**config.mk**
```make
export PLATFORM = sky130hd
export DESIGN_NAME = fann_wb_loader
export DESIGN_NICKNAME = d
export VERILOG_FILES = /design/src/rtl/fann_wb_pkg.sv /design/src/rtl/fann_wb_stream_slot.sv /design/src/rtl/fann_wb_loader.sv
export SDC_FILE = /design/constraint.sdc
export NUM_CORES = 1
export LEC_CHECK = 0
export CAP_MARGIN = 10
export CORE_MARGIN = 5
export CORE_UTILIZATION = 45
export CTS_BUF_LIST = sky130_fd_sc_hd__clkbuf_4
export CTS_CLUSTER_SIZE = 12
export DETAILED_ROUTE_END_ITERATION = 16
export PLACE_DENSITY = 0.85
export SLEW_MARGIN = 30
export SYNTH_ARGS = -nofsm -noshare
export SYNTH_HDL_FRONTEND = slang
export SYNTH_SLANG_ARGS = --single-unit
```
**constraint.sdc**
```tcl
create_clock -name wb_clk_i -period 12.75 [get_ports wb_clk_i]
set_input_delay 1.275 -clock wb_clk_i [delete_from_list [all_inputs] [get_ports wb_clk_i]]
set_output_delay 1.275 -clock wb_clk_i [all_outputs]
set_load 0.01 [all_outputs]
```
**src/rtl/fann_wb_pkg.sv**
```systemverilog
// Register map, control/status bit positions and FSM encoding shared by the
// Fast-ANN Wishbone loader and its stream slots.
package fann_wb_pkg;

    localparam logic [7:0] OFF_CTRL      = 8'h00;
    localparam logic [7:0] OFF_STATUS    = 8'h04;
    localparam logic [7:0] OFF_PUSH_BASE = 8'h10;
    localparam logic [7:0] OFF_POP       = 8'h30;
    localparam logic [7:0] OFF_CNT_BASE  = 8'h40;

    localparam int CTRL_START       = 0;
    localparam int CTRL_SEND_BEST   = 1;
    localparam int CTRL_LOAD_KDTREE = 2;
    localparam int CTRL_IRQ_EN      = 3;
    localparam int CTRL_CLR_DONE    = 5;
    localparam int CTRL_CLR_CNT     = 6;
    localparam int CTRL_CLR_ERR     = 7;

    localparam int STAT_DONE         = 0;
    localparam int STAT_ERR_TIMEOUT  = 1;
    localparam int STAT_ERR_SEL      = 2;
    localparam int STAT_DONE_LATCHED = 3;
    localparam int STAT_CH_VALID     = 8;
    localparam int STAT_RES_VALID    = 15;

    typedef enum logic [1:0] {IDLE, WAIT, ACK} state_t;

    function automatic int lane_count(input int data_width);
        return 32 / data_width;
    endfunction

endpackage

```
**src/rtl/fann_wb_stream_slot.sv**
```systemverilog
// One-entry valid/ready holding buffer; accept_o tells the bus side whether a
// push this cycle can be taken (slot empty or being drained right now).
module wb_stream_slot
    import fann_wb_pkg::*;
#(
    parameter int WIDTH = 22
) (
    input  logic             clk,
    input  logic             rst,
    input  logic             push_i,
    input  logic [WIDTH-1:0] data_i,
    input  logic             ready_i,
    output logic             accept_o,
    output logic             valid_o,
    output logic [WIDTH-1:0] data_o
);

    logic             valid_q, valid_d;
    logic [WIDTH-1:0] data_q, data_d;

    assign accept_o = ~valid_q | ready_i;
    assign valid_o  = valid_q;
    assign data_o   = data_q;

    // A push while draining reloads the slot so valid never bubbles.
    always_comb begin
        valid_d = valid_q;
        data_d  = data_q;
        if (push_i && accept_o) begin
            valid_d = 1'b1;
            data_d  = data_i;
        end else if (ready_i) begin
            valid_d = 1'b0;
        end
    end

    always_ff @(posedge clk or posedge rst) begin
        if (rst) begin
            valid_q <= 1'b0;
            data_q  <= '0;
        end else begin
            valid_q <= valid_d;
            data_q  <= data_d;
        end
    end

endmodule

```
**src/rtl/fann_wb_loader.sv**
```systemverilog
// Wishbone-classic slave bridging the Caravel management bus to the Fast-ANN
// accelerator: per-channel push slots, result pop, control and status registers.
module fann_wb_loader
    import fann_wb_pkg::*;
#(
    parameter int          DATA_WIDTH = 11,
    parameter int          NUM_CH     = 3,
    parameter logic [31:0] BASE_ADDR  = 32'h3000_0000,
    parameter int          TIMEOUT    = 1024,
    localparam int         LANES      = lane_count(DATA_WIDTH)
) (
    input  logic                               wb_clk_i,
    input  logic                               wb_rst_i,
    input  logic                               wbs_stb_i,
    input  logic                               wbs_cyc_i,
    input  logic                               wbs_we_i,
    input  logic [3:0]                         wbs_sel_i,
    input  logic [31:0]                        wbs_adr_i,
    input  logic [31:0]                        wbs_dat_i,
    output logic                               wbs_ack_o,
    output logic [31:0]                        wbs_dat_o,
    output logic [NUM_CH-1:0]                  ch_valid_o,
    output logic [NUM_CH*LANES*DATA_WIDTH-1:0] ch_data_o,
    input  logic [NUM_CH-1:0]                  ch_ready_i,
    input  logic                               res_valid_i,
    input  logic [DATA_WIDTH-1:0]              res_data_i,
    output logic                               res_ready_o,
    output logic                               fsm_start_o,
    output logic                               send_best_arr_o,
    output logic                               load_kdtree_o,
    input  logic                               fsm_done_i,
    output logic                               irq_o
);

    localparam int SW = LANES * DATA_WIDTH;
    localparam int TW = $clog2(TIMEOUT + 1);

    state_t        state_q, state_d;
    logic [TW-1:0] wait_q, wait_d;
    logic          ack_q, ack_d;
    logic [31:0]   dat_q, dat_d;
    logic          res_ready_q, res_ready_d;
    logic          start_q, start_d;
    logic          send_best_q, send_best_d;
    logic          load_kdtree_q, load_kdtree_d;
    logic          irq_en_q, irq_en_d;
    logic          done_prev_q, done_prev_d;
    logic          done_latched_q, done_latched_d;
    logic          err_timeout_q, err_timeout_d;
    logic          err_sel_q, err_sel_d;
    logic [15:0]   cnt_q [NUM_CH];
    logic [15:0]   cnt_d [NUM_CH];

    logic [NUM_CH-1:0] slot_accept, slot_valid, slot_push;
    logic [NUM_CH-1:0] push_sel, cnt_sel;
    logic [7:0]        off;
    logic [31:0]       status_word, cnt_word, rdata;
    logic              hit, sel_ok, is_ctrl, is_status, is_pop, is_push, stall;
    logic              service, timeout;
    logic              unused_bits;

    assign unused_bits = ^{wbs_adr_i[1:0], wbs_dat_i};

    for (genvar c = 0; c < NUM_CH; c++) begin : g_slot
        wb_stream_slot #(.WIDTH(SW)) u_slot (
            .clk      (wb_clk_i),
            .rst      (wb_rst_i),
            .push_i   (slot_push[c]),
            .data_i   (wbs_dat_i[SW-1:0]),
            .ready_i  (ch_ready_i[c]),
            .accept_o (slot_accept[c]),
            .valid_o  (slot_valid[c]),
            .data_o   (ch_data_o[c*SW +: SW])
        );
    end

    // Address decode, stall detection and the read-data mux.
    always_comb begin
        hit         = wbs_cyc_i & wbs_stb_i & (wbs_adr_i[31:8] == BASE_ADDR[31:8]);
        off         = {wbs_adr_i[7:2], 2'b00};
        sel_ok      = (wbs_sel_i == 4'hF);
        is_ctrl     = (off == OFF_CTRL);
        is_status   = (off == OFF_STATUS);
        is_pop      = (off == OFF_POP) & ~wbs_we_i;
        push_sel    = '0;
        cnt_sel     = '0;
        cnt_word    = '0;
        status_word = '0;
        status_word[STAT_DONE]         = fsm_done_i;
        status_word[STAT_ERR_TIMEOUT]  = err_timeout_q;
        status_word[STAT_ERR_SEL]      = err_sel_q;
        status_word[STAT_DONE_LATCHED] = done_latched_q;
        status_word[STAT_RES_VALID]    = res_valid_i;
        for (int c = 0; c < NUM_CH; c++) begin
            push_sel[c] = (off == OFF_PUSH_BASE + 8'(4 * c));
            cnt_sel[c]  = (off == OFF_CNT_BASE + 8'(4 * c));
            status_word[STAT_CH_VALID + c] = slot_valid[c];
            if (cnt_sel[c]) begin
                cnt_word = {16'h0000, cnt_q[c]};
            end
        end
        is_push = (|push_sel) & wbs_we_i;
        stall   = (is_push & sel_ok & ~|(push_sel & slot_accept)) |
                  (is_pop & ~res_valid_i);

        rdata = '0;
        if (is_ctrl) begin
            rdata[CTRL_LOAD_KDTREE] = load_kdtree_q;
            rdata[CTRL_IRQ_EN]      = irq_en_q;
        end else if (is_status) begin
            rdata = status_word;
        end else if (is_pop) begin
            rdata = 32'(res_data_i);
        end else if (|cnt_sel) begin
            rdata = cnt_word;
        end
    end

    // Bus FSM plus the register side effects of a serviced or timed-out access.
    always_comb begin
        state_d        = state_q;
        wait_d         = wait_q;
        ack_d          = 1'b0;
        dat_d          = dat_q;
        res_ready_d    = 1'b0;
        start_d        = 1'b0;
        send_best_d    = 1'b0;
        load_kdtree_d  = load_kdtree_q;
        irq_en_d       = irq_en_q;
        done_prev_d    = fsm_done_i;
        done_latched_d = done_latched_q;
        err_timeout_d  = err_timeout_q;
        err_sel_d      = err_sel_q;
        slot_push      = '0;
        service        = 1'b0;
        timeout        = 1'b0;
        for (int c = 0; c < NUM_CH; c++) begin
            cnt_d[c] = cnt_q[c];
        end

        unique case (state_q)
            IDLE: begin
                if (hit) begin
                    if (stall) begin
                        state_d = WAIT;
                        wait_d  = TW'(1);
                    end else begin
                        service = 1'b1;
                    end
                end
            end
            WAIT: begin
                if (!hit) begin
                    state_d = IDLE;
                end else if (!stall) begin
                    service = 1'b1;
                end else if (wait_q == TW'(TIMEOUT)) begin
                    timeout = 1'b1;
                end else begin
                    wait_d = wait_q + TW'(1);
                end
            end
            ACK:     state_d = IDLE;
            default: state_d = IDLE;
        endcase

        if (service || timeout) begin
            state_d = ACK;
            ack_d   = 1'b1;
            if (!wbs_we_i) begin
                dat_d = rdata;
            end
        end

        if (timeout) begin
            err_timeout_d = 1'b1;
            if (is_pop) begin
                dat_d = 32'hFFFF_FFFF;
            end
        end

        if (service) begin
            if (is_push) begin
                if (sel_ok) begin
                    slot_push = push_sel;
                    for (int c = 0; c < NUM_CH; c++) begin
                        if (push_sel[c]) begin
                            cnt_d[c] = cnt_q[c] + 16'd1;
                        end
                    end
                end else begin
                    err_sel_d = 1'b1;
                end
            end
            if (is_pop) begin
                res_ready_d = 1'b1;
            end
            if (is_ctrl && wbs_we_i) begin
                start_d       = wbs_dat_i[CTRL_START];
                send_best_d   = wbs_dat_i[CTRL_SEND_BEST];
                load_kdtree_d = wbs_dat_i[CTRL_LOAD_KDTREE];
                irq_en_d      = wbs_dat_i[CTRL_IRQ_EN];
                if (wbs_dat_i[CTRL_CLR_DONE]) begin
                    done_latched_d = 1'b0;
                end
                if (wbs_dat_i[CTRL_CLR_CNT]) begin
                    for (int c = 0; c < NUM_CH; c++) begin
                        cnt_d[c] = '0;
                    end
                end
                if (wbs_dat_i[CTRL_CLR_ERR]) begin
                    err_timeout_d = 1'b0;
                    err_sel_d     = 1'b0;
                end
            end
        end

        // A done edge coinciding with a clear must not be lost.
        if (fsm_done_i && !done_prev_q) begin
            done_latched_d = 1'b1;
        end
    end

    always_ff @(posedge wb_clk_i or posedge wb_rst_i) begin
        if (wb_rst_i) begin
            state_q        <= IDLE;
            wait_q         <= '0;
            ack_q          <= 1'b0;
            dat_q          <= '0;
            res_ready_q    <= 1'b0;
            start_q        <= 1'b0;
            send_best_q    <= 1'b0;
            load_kdtree_q  <= 1'b0;
            irq_en_q       <= 1'b0;
            done_prev_q    <= 1'b0;
            done_latched_q <= 1'b0;
            err_timeout_q  <= 1'b0;
            err_sel_q      <= 1'b0;
            for (int c = 0; c < NUM_CH; c++) begin
                cnt_q[c] <= '0;
            end
        end else begin
            state_q        <= state_d;
            wait_q         <= wait_d;
            ack_q          <= ack_d;
            dat_q          <= dat_d;
            res_ready_q    <= res_ready_d;
            start_q        <= start_d;
            send_best_q    <= send_best_d;
            load_kdtree_q  <= load_kdtree_d;
            irq_en_q       <= irq_en_d;
            done_prev_q    <= done_prev_d;
            done_latched_q <= done_latched_d;
            err_timeout_q  <= err_timeout_d;
            err_sel_q      <= err_sel_d;
            for (int c = 0; c < NUM_CH; c++) begin
                cnt_q[c] <= cnt_d[c];
            end
        end
    end

    assign wbs_ack_o       = ack_q;
    assign wbs_dat_o       = dat_q;
    assign ch_valid_o      = slot_valid;
    assign res_ready_o     = res_ready_q;
    assign fsm_start_o     = start_q;
    assign send_best_arr_o = send_best_q;
    assign load_kdtree_o   = load_kdtree_q;
    assign irq_o           = irq_en_q & done_latched_q;

endmodule

```
==> results of run 1 <==
## critical path, stage by stage
cell and delay [ns]:
clkdlybuf4s50_1 0.46, buf_4 0.36, nor2b_2 0.22, a211o_2 0.42, a2111oi_2 0.37, buf_4 0.25, nand3_2 0.61, mux2_2 0.52
## synth_stat cells, types with 6 or more instances
library cell,n
nand2b_1,6
o31ai_1,10
xor2_1,8
nor3_1,18
nor2_1,67
a221oi_1,7
nand3_1,33
and4_1,7
mux2i_1,18
nor4_1,17
mux2_2,68
buf_2,9
nand4_1,12
a21oi_1,19
inv_1,23
dfrtp_1,172
clkbuf_1,22
o21ai_0,52
a211oi_1,8
and3_1,11
nand2_1,79
and2_1,6
xnor2_1,24
## stage by stage
step / utilization (%) / area [um^2] / hold slack, ns
6_report: 58.0 / 10400 / 0.480
5_1_grt: 58.0 / 10400 / 0.489
4_1_cts: 58.0 / 10400 / 0.483
3_5_place_dp: 56.7 / 10100 / 0.458
3_3_place_gp: 56.6 / 10100 / 0.451
2_1_floorplan: - / 8170 / 0.440
## worst paths after layout
path	cells after the start	endpoint	slack, ns
worst max register to register	6	g_slot[0].u_slot.data_o[15]	9.65
min in group asynchronous	2	g_slot[1].u_slot.data_o[1]	1.24
worst min-delay path	1	wait_q[10]	0.48
worst max-delay path	8	g_slot[0].u_slot.data_o[15]	8.69
max in group asynchronous	3	cnt_q[15]	10.29
worst min register to register	1	wait_q[10]	0.48
## layer usage
metal / part of all wire, % / GRT usage, % / vias to the layer above
met5: 0 / 0 / -
met4: 2.1 / 5.55 / 0
met3: 9.1 / 6.15 / 35
met2: 47 / 32.5 / 292
met1: 42 / 27.9 / 3202
li1: - / - / 3091
## power breakdown
| group | switching [mW] | internal, mW |
|---|---|---|
| clock | 0.194 | 0.0821 |
| combinational | 0.0253 | 0.0244 |
| sequential | 0.0000462 | 0.546 |
| total | 0.219 | 0.652 |
## layout make-up
cell class              instances  share of cell area, %
diodes                          1                 0.0241
clock buffers                  19                   1.37
clock inverters                13                  0.880
flip-flops and latches        172                   41.5
well taps                     229                   2.76
inverters                      23                  0.880
repair buffers                191                   18.3
multi-input cells             536                   34.4
## sequential cells by signal, indices dropped and copies added, names as in the netlist, 2 cells and up
register and count:
cnt_q 48, g_slot.u_slot.data_o 66, g_slot.u_slot.valid_o 3, state_q 2, wait_q 11, wbs_dat_o 32
## kinds of logic (layout without fill, tap and decap cells)
family | Yosys count | in the layout | share of synthesized area (%)
XOR/XNOR | 32 | 32 | 3.43
AND/OR/NAND/NOR | 292 | 292 | 18.5
multiplexers | 86 | 86 | 11.6
flip-flops | 172 | 172 | 52.7
adder cells (fa/ha/maj) | 5 | 5 | 0.765
buffers and inverters | 64 | 246 | 3.78
other | 0 | 1 | 0
AO/OA/AOI/OAI | 121 | 121 | 9.28
==> flow_summary.ini, run 1 <==
[status]
status = finished, final reports clean

[yosys]
synthDominantCellAreaShare_pct = 52.7
synth.area.top_cells = dfrtp_1, mux2_2, nand2_1
synthesis.instances = 772
async_reset_ff_share_pct = 100
yosysWarningCount = 0
ys_ff_latch = 172
ys_types = 63
avgSynthCellArea_um2 = 10.6
synth_flop_cell = dfrtp_1
syn-cell-area_mm2 = 0.00817
synth_edf_count = 0
ys_seq_area_share_pct = 52.7
yosysTopAreaCell = dfrtp_1
syn_nets = 866

[global_route]
grt_pass1_wl_um = 34200
grt_usage_pct = 20.6
grt_max_degree = 95
gr-total-overflow = 0
first_global_vias = 6498
antenna_found_initial = 1

[floorplan]
io_pins = 196
core_area_mm2 = 0.0179
die_y_um = 145
rows = 49
die_w_um = 145
dieArea_mm2 = 0.0210
start_util_pct = 45.7

[timing]
fin_crit_sh_pct = 31.9
setup_viol = 0
finClkSkew_ns = 0.0247
fmaxAchievable_mhz = 246
setup_slack_ns = 8.69
fin_tns_setup_ns = 0
worst_pin_slew_ns = 0.882
period_minus_slack_ns = 4.06
slew_headroom_pct = 40.6
slew_viol_final = 0
rsz0062_at_grt = no
finalHoldViolations = 0

[clocking]
cts_resized = 0
clock_latency_ns = 0.56
clock_path_buffers = 2
path_clk_slew_ns = 0.14
cts_sinks = 172
hold_buffers = 0
htree_levels = 4
root_buffer = clkbuf_4
cts_tree = built
cts_buffers = 17
post_cts_buffers = 0

[final_layout]
finalNonFillerCells = 1184
multi_input_area_mm2 = 0.00357
nets = 1035
ff_latch_area_mm2 = 0.00430
drive_above_1_share_pct = 13.0
layout_commonest_cell = clkdlybuf4s50_1
layout-area-overhead-vs-synth_pct = 27.1
final_cell_mix = clkdlybuf4s50_1, dfrtp_1, nand2_1
fill_cells = 1494

[routing]
drt-vias-per-instance = 5.59
drt-wirelength-per-cell_um = 17.9
drtAntennaViolNets = 0
drt_pass1_iterations = 5
vias = 6620
drc_errors = 0
drt_iter0_markers = 469
wl_um = 21200

[place]
portBuffers = 183
dp_hpwl_um = 15300
preCtsSetupSlack_ns = 7.96
globalplace.congestion = 0.856
place_inst = 1151

[worst_setup_path]
required_ns = 13.20
r2r-start = state_q[1]
crit_path_end_kind = flop
crit_start = wbs_adr_i[2]
start_kind = input port
crit_arrival_ns = 4.51
cp_max_fo = 29
critPathKind = input port to flop

[power_and_ir_drop]
pwr_density_cell_mw_per_mm2 = 83.9
p_total_uw = 872
irDropWorstVdd_uv = 62.6
p_leak_nw = 4.63

[worst_hold_path]
min_from = wait_q[10]
hp-class = flop to flop

[job]
cap_violations = 0
Note: power is estimated with default switching activity, not from simulation.
==> run 2, diff against run 1 <==
Clock period 12.75 ns to 4.1 ns, I/O delays scaled along.
==> run 2 against run 1 <==
- first-iteration DRC count is 33% higher
- largest cell class unchanged
- wire length is 2.0% higher
- hold slack worse by 0.22 ns
- sequential share of layout area is 0.65 points lower
- power grew to 3.3 times the previous value
- sequential power grew to 3.1 times the previous value
- critical path depth is 1 lower
- die area stayed put
==> flow_summary.ini, run 2 (synthesis gave the netlist of run 1 again) <==
[status]
status = finished, final reports clean

[worst_setup_path]
critPathTopFamily = simple AND/OR/NAND/NOR gates
crit_chain = nor4bb_1, nand4_1, a2111oi_2, buf_4, nand2_1, buf_12, mux2_2
cpPeakStageDelay_ns = 0.73
cp_max_fo = 22
required_ns = 4.59
start_kind = flop
cp_slowest_cell = a2111oi_2
critPathKind = flop to flop
crit_arrival_ns = 3.50
critPathBufInv = 2
crit_path_end_kind = flop

[routing]
drt-wirelength-per-cell_um = 18.1
drc_errors = 0
drt-vias-per-instance = 5.60
vias = 6685
drtAntennaViolNets = 0
drt_iter0_markers = 624
wl_um = 21600
drt_pass1_iterations = 5

[clocking]
cts_resized = 0
hold_buffers = 0
clock_latency_ns = 0.59
htree_levels = 4
cts_sinks = 172
clock_path_buffers = 2
cts_buffers = 17
root_buffer = clkbuf_4
path_clk_slew_ns = 0.15
cts_tree = built
post_cts_buffers = 0

[final_layout]
final_area_mm2 = 0.0106
finalNonFillerCells = 1193
finish.utilization_pct = 58.9
layout_commonest_cell = clkdlybuf4s50_1
fill_cells = 1485
final_cell_mix = clkdlybuf4s50_1, dfrtp_1, nand2_1
largest_reg_flops = 66
nets = 1044
drive_above_1_share_pct = 14.0
layout-area-overhead-vs-synth_pct = 29.1

[timing]
fin_crit_sh_pct = 73.4
fmaxAchievable_mhz = 332
finClkSkew_ns = 0.0245
period_minus_slack_ns = 3.01
setup_viol = 0
rsz0062_at_grt = no
slew_viol_final = 0
worst_pin_slew_ns = 0.801
setup_slack_ns = 1.09
fin_hold_ws_ns = 0.262
slew_headroom_pct = 46.4
fin_tns_setup_ns = 0
finalHoldViolations = 0

[power_and_ir_drop]
pwr_density_cell_mw_per_mm2 = 272
p_leak_nw = 4.71
p_total_mw = 2.87
irDropWorstVdd_uv = 255

[floorplan]
core_area_mm2 = 0.0179
die_w_um = 145
rows = 49
dieArea_mm2 = 0.0210
start_util_pct = 45.7
io_pins = 196
die_y_um = 145

[worst_hold_path]
hp-class = input port to async pin

[place]
preCtsSetupSlack_ns = 0.718
portBuffers = 183
globalplace.congestion = 0.915
place_area_mm2 = 0.0102
place_inst = 1159
dp_hpwl_um = 15800

[global_route]
grt_usage_pct = 21.5
grt_max_degree = 173
antenna_found_initial = 1
gr-total-overflow = 0
grt_pass1_wl_um = 35400
first_global_vias = 6736

[job]
cap_violations = 0
run 2: worst reg2reg max path: stages, from the launching register on:
cell       delay, ns
dfrtp_1         0.47
nor4bb_1        0.41
nand4_1         0.35
a2111oi_2       0.73
buf_4           0.24
nand2_1         0.14
buf_12          0.23
mux2_2          0.32
run 2: where the power goes:
group | internal [mW] | switching [mW] | total (mW)
logic | 0.0807 | 0.0803 | 0.161
clock network | 0.332 | 0.681 | 1.01
registers | 1.70 | 0.000158 | 1.70
total | 2.11 | 0.762 | 2.87
run 2: layer usage:
layer  vias up  wire length, um  track usage (%)  share of wire (%)
li1       3103                -                -                  -
met1      3250             8960             27.7                 41
met2       276            10100             33.6                 46
met3        56             1860             6.31                8.6
met4         0              756             9.92                3.5
met5         -                0                0                  0
run 2: layout make-up:
class                           instances  area, um^2  area share [%]
Sequential cell                       172        4300            40.8
Tap cell                              229         287            2.72
Antenna cell                            1        2.50          0.0237
Multi-Input combinational cell        536        3560            33.8
Inverter                               23        90.1           0.854
Timing Repair Buffer                  200        2000            19.0
Clock inverter                         15         173            1.64
Clock buffer                           17         128            1.21
run 2: worst paths after layout:
check / startpoint / end / slack [ns] / depth (start not counted)
max: state_q[1] / g_slot[2].u_slot.data_o[11] / 1.09 / 7
min: wb_rst_i / wbs_dat_o[26] / 0.26 / 3
max reg2reg: state_q[1] / g_slot[2].u_slot.data_o[11] / 1.09 / 7
min reg2reg: wbs_dat_o[31] / wbs_dat_o[31] / 0.49 / 2
max in group asynchronous: wb_rst_i / cnt_q[38] / 3.01 / 4
min in group wb_clk_i: fsm_done_i / done_prev_q / 0.33 / 1
==> edit 1, RTL diff (config.mk and constraints of run 2) <==
Make the reset (`rst` and `wb_rst_i`) synchronous in 2 clocked blocks.
--- a/src/rtl/fann_wb_stream_slot.sv
+++ b/src/rtl/fann_wb_stream_slot.sv
@@ -34,7 +34,7 @@
         end
     end
 
-    always_ff @(posedge clk or posedge rst) begin
+    always_ff @(posedge clk) begin
         if (rst) begin
             valid_q <= 1'b0;
             data_q  <= '0;
--- a/src/rtl/fann_wb_loader.sv
+++ b/src/rtl/fann_wb_loader.sv
@@ -221,7 +221,7 @@
         end
     end
 
-    always_ff @(posedge wb_clk_i or posedge wb_rst_i) begin
+    always_ff @(posedge wb_clk_i) begin
         if (wb_rst_i) begin
             state_q        <= IDLE;
             wait_q         <= '0;
Check against the original RTL: differs if wb_rst_i is asserted again (counterexample within 4 cycles, from zero or initial values and one cycle with wb_rst_i high); with wb_rst_i held inactive, the same outputs for 4 cycles.
==> edit 1 against run 2 <==
Die area shrank 8.6%. Area after synthesis shrank 9.2%. Clock skew shrank 0.0052 ns. Worst setup slack gained 0.13 ns. Sequential cell count is the same. Maximum frequency grew 4.6%. Cell area shrank 7.5%. Critical endpoint is now wbs_dat_o[7]. Utilization grew 0.54 points. Power shrank 3.4%. Wire length grew 5.7%.
==> edit 1: results (changes against run 2) <==
stage,metric,value,unit,change
critical_path,cpMaxStageDelayCell,clkdlybuf4s50_1,,
run_status,status,completed,,
grt,grtUsageTotal,0.233,,+0.0175
timing,clock_skew,0.0193,ns,-0.00517 ns
critical_path,crit_fanout,14,,-36%
power_and_ir_drop,ir_drop,0.000229,V,-10%
synth,netlist_top_cells_count,"200 x nand2_1, 172 x dfxtp_1, 118 x a21oi_1",,
final_layout,drive_above_1_share,0.0680,,-0.0722
power_and_ir_drop,leakagePower,3.24,nW,-31%
synth,synth_nets,999,,+15%
grt,grt_max_degree,81,,-53%
critical_path,max_stage_delay,0.89,ns,+0.16 ns
grt,grt_first_pass_wirelength,36.9,mm,+4.1%
synth,synth_cell_types,61,,-3.2%
detailed_routing,firstDrtPassIters,6,,+1
synth,ys_seq_area_frac,0.464,,-0.0626
timing,slew_headroom,0.344,,-0.120
place,hpwl,16.5,mm,+4.9%
power_and_ir_drop,comb_power_share,0.060,,+0.004
synth,synth_ff_type,dfxtp_1,,
power_and_ir_drop,p_clk_frac,0.335,,-0.018
synth,synthTopCellsByArea,"dfxtp_1 46%, nand2_1 10%, a21oi_1 8.0%",,
grt,grt_pass1_vias,7297,,+8.3%
synth,async_flop_share,0,,-1.00
detailed_routing,routedWlPerCell,17.4,um,-3.8%
final_layout,fin_nets,1170,,+12%
==> edit 1: per-layer routing <==
| metal | GRT usage | up-vias | share of wire |
|---|---|---|---|
| met4 | 0.0764 | 0 | 0.025 |
| met5 | 0 | - | 0 |
| met2 | 0.370 | 363 | 0.46 |
| li1 | - | 3543 | - |
| met1 | 0.280 | 3467 | 0.40 |
| met3 | 0.109 | 45 | 0.12 |
==> edit 1: area by class of cell <==
cell class | count | area, um^2
clock buffer | 17 | 128
inverter | 10 | 37.5
clock inverter | 15 | 133
multi-input combinational | 667 | 3720
timing repair buffer | 208 | 2020
tap | 220 | 275
fill | 1404 | 6650
antenna | 1 | 2.50
sequential | 172 | 3440
==> edit 1: critical path, delay by kind of cell <==
kind | cells | cell delay, ns
compound gates | 4 | 1.38
buf+inv | 2 | 1.11
simple gates | 2 | 0.47
==> edit 1: cell families after synthesis <==
group           count (synthesis)  share of synthesized area
simple gates                  408                      0.268
flops                         172                      0.464
mux                            21                     0.0283
xor+xnor                       28                     0.0330
compound gates                205                      0.162
buf+inv                        66                     0.0364
fa+ha+maj                       5                    0.00843
==> edit 1: path summary, 6_finish.rpt <==
check | startpoint | endpoint | slack [ns] | depth (start not counted)
min | wb_rst_i | state_q[0] | 0.19 | 2
max reg2reg | state_q[1] | cnt_q[0][11] | 1.33 | 6
min reg2reg | g_slot[0].u_slot.data_o[15] | g_slot[0].u_slot.data_o[15] | 0.46 | 2
max | wbs_adr_i[3] | wbs_dat_o[7] | 1.22 | 8
==> edit 1: metrics by stage <==
step	setup WS, ns	area (um^2)	total power [mW]	std cells
floorplan	1.75	7420	1.77	905
global placement	0.806	9500	1.88	1277
detailed placement	0.733	9500	1.88	1277
CTS	1.35	9760	2.78	1309
global route	1.10	9760	2.88	1310
finish	1.22	9760	2.77	1310
==> edit 2, RTL diff (flow settings as in run 2) <==
Made on the original files. The parameter `TIMEOUT` goes from 1024 to 2048.
--- a/src/rtl/fann_wb_loader.sv
+++ b/src/rtl/fann_wb_loader.sv
@@ -6,7 +6,7 @@
     parameter int          DATA_WIDTH = 11,
     parameter int          NUM_CH     = 3,
     parameter logic [31:0] BASE_ADDR  = 32'h3000_0000,
-    parameter int          TIMEOUT    = 1024,
+    parameter int          TIMEOUT    = 2048,
     localparam int         LANES      = lane_count(DATA_WIDTH)
 ) (
     input  logic                               wb_clk_i,
Formal check against the unedited RTL: same outputs for any inputs over 4 cycles, from zero or initial values and one cycle with wb_rst_i high; that may be too few to reach the edited logic, so the function may still have changed.
==> edit 2 against run 2 <==
Worst setup slack improved by 0.10 ns. Utilization down 0.56 points. Area after synthesis grew 4.1%. Cell area grew 3.1%. Via count increased by 8.5%. Wire length rose by 5.0%. Global-route usage down 0.37 points. Sequential cell count increased by 1. Critical endpoint is now g_slot[2].u_slot.data_o[6]. Combinational power up 8%. Worst hold slack got worse by 0.013 ns. Power up 2.2%. Largest cell class unchanged.
==> edit 2: results (changes against run 2) <==
stage,metric,value,unit,change
place,pre_cts_slack,0.666,ns,-0.0515 ns
detailed_routing,viasPerCell,5.92,,+5.6%
grt,grt_first_pass_wirelength,37.5,mm,+6.1%
place,placed_area,0.0106,mm^2,+3.4%
place,gp_congestion,0.901,,-1.5%
final_layout,num-fill-cells,1588,,+6.9%
final_layout,syn2layout_area_growth,28.0,%,
clocking,clkTransAtPathRegs,0.17,ns,+0.02 ns
critical_path,cp.arrival,3.36,ns,-0.14 ns
place,hpwl,16.5,mm,+4.8%
timing,tightest_slew,0.771,ns,-0.0298 ns
timing,hold_ws,0.249,ns,-0.0135 ns
grt,grtUsageTotal,0.212,,-0.00369
timing,fin_crit,2.91,ns,-0.102 ns
grt,grt_max_degree,110,,-36%
critical_path,crit_fanout,25,,+14%
final_layout,fin_nets,1071,,+2.6%
final_layout,drive_above_1_share,0.135,,-0.00483
synth,ys_seq_area_frac,0.509,,-0.0176
critical_path,r2r_slack,1.46,ns,+0.37 ns
timing,clock_skew,0.0311,ns,+0.00659 ns
power_and_ir_drop,leakagePower,4.82,nW,+2.3%
synth,syn_inst,808,,+4.7%
place,placed_cells,1192,,+2.8%
detailed_routing,wl,22.7,mm,+5.0%
detailed_routing,wl_met1,9.44,mm,+5.3%
synth,synthTopCellsByArea,"dfrtp_1 51%, mux2_2 9.0%, nand2_1 4.3%",,
detailed_routing,drt_iter0_markers,504,,-19%
timing,slew_viol_final,0,,unchanged
detailed_routing,dr_wl_met3,2.07,mm,+11%
power_and_ir_drop,ir_drop,0.000207,V,-19%
synth,synth_nets,902,,+4.2%
run_status,status,completed,,
grt,grt_pass1_vias,7296,,+8.3%
detailed_routing,routedWlPerCell,18.5,um,+2.2%
synth,synth_cell_types,60,,-4.8%
clocking,post_cts_buffers,0,,unchanged
==> edit 2: critical path: stages <==
cell	delay [ns]
clkdlybuf4s50_1	0.89
nor2_1	0.30
a221oi_2	0.48
nand4_2	0.14
buf_4	0.23
nor2_2	0.16
buf_4	0.35
mux2_2	0.38
==> edit 2: logic make-up (layout without fill, tap and decap cells) <==
| logic type | Yosys count | in the layout | synth area share |
|---|---|---|---|
| flops | 173 | 173 | 0.509 |
| xor+xnor | 2 | 2 | 0.00206 |
| simple gates | 333 | 333 | 0.215 |
| buf+inv | 63 | 245 | 0.0319 |
| compound gates | 133 | 133 | 0.108 |
| fa+ha+maj | 5 | 5 | 0.00736 |
| mux | 99 | 99 | 0.127 |
| other cells | 0 | 1 | 0 |
==> edit 2: final cells by class <==
type | instances | share of cell area
sequential | 173 | 0.398
multi-input combinational | 572 | 0.359
timing repair buffer | 203 | 0.183
tap | 234 | 0.0269
clock inverter | 14 | 0.0162
clock buffer | 18 | 0.0124
inverter | 10 | 0.00379
antenna | 1 | 0.000230
==> edit 2: path summary, 6_finish.rpt <==
path | cells past startpoint | to | start
max | 8 | g_slot[2].u_slot.data_o[6] | wbs_adr_i[2]
min | 2 | g_slot[2].u_slot.data_o[2] | wb_rst_i
max reg2reg | 7 | g_slot[2].u_slot.data_o[6] | state_q[1]
min reg2reg | 1 | cnt_q[47] | cnt_q[47]
max in group asynchronous | 3 | cnt_q[43] | wb_rst_i
min in group wb_clk_i | 1 | done_prev_q | fsm_done_i
==> edit 2: report_power, final <==
part	leakage (nW)	switching [mW]	internal (mW)
clock	0.164	0.659	0.394
sequential	2.40	0.000186	1.71
combinational	2.25	0.0908	0.0833
total	4.82	0.750	2.18
==> edit 2: layer usage <==
metal  up-vias  global-route usage
li1       3364                   -
met1      3557               0.270
met2       287               0.341
met3        43              0.0708
met4         0              0.0704
met5         -                   0
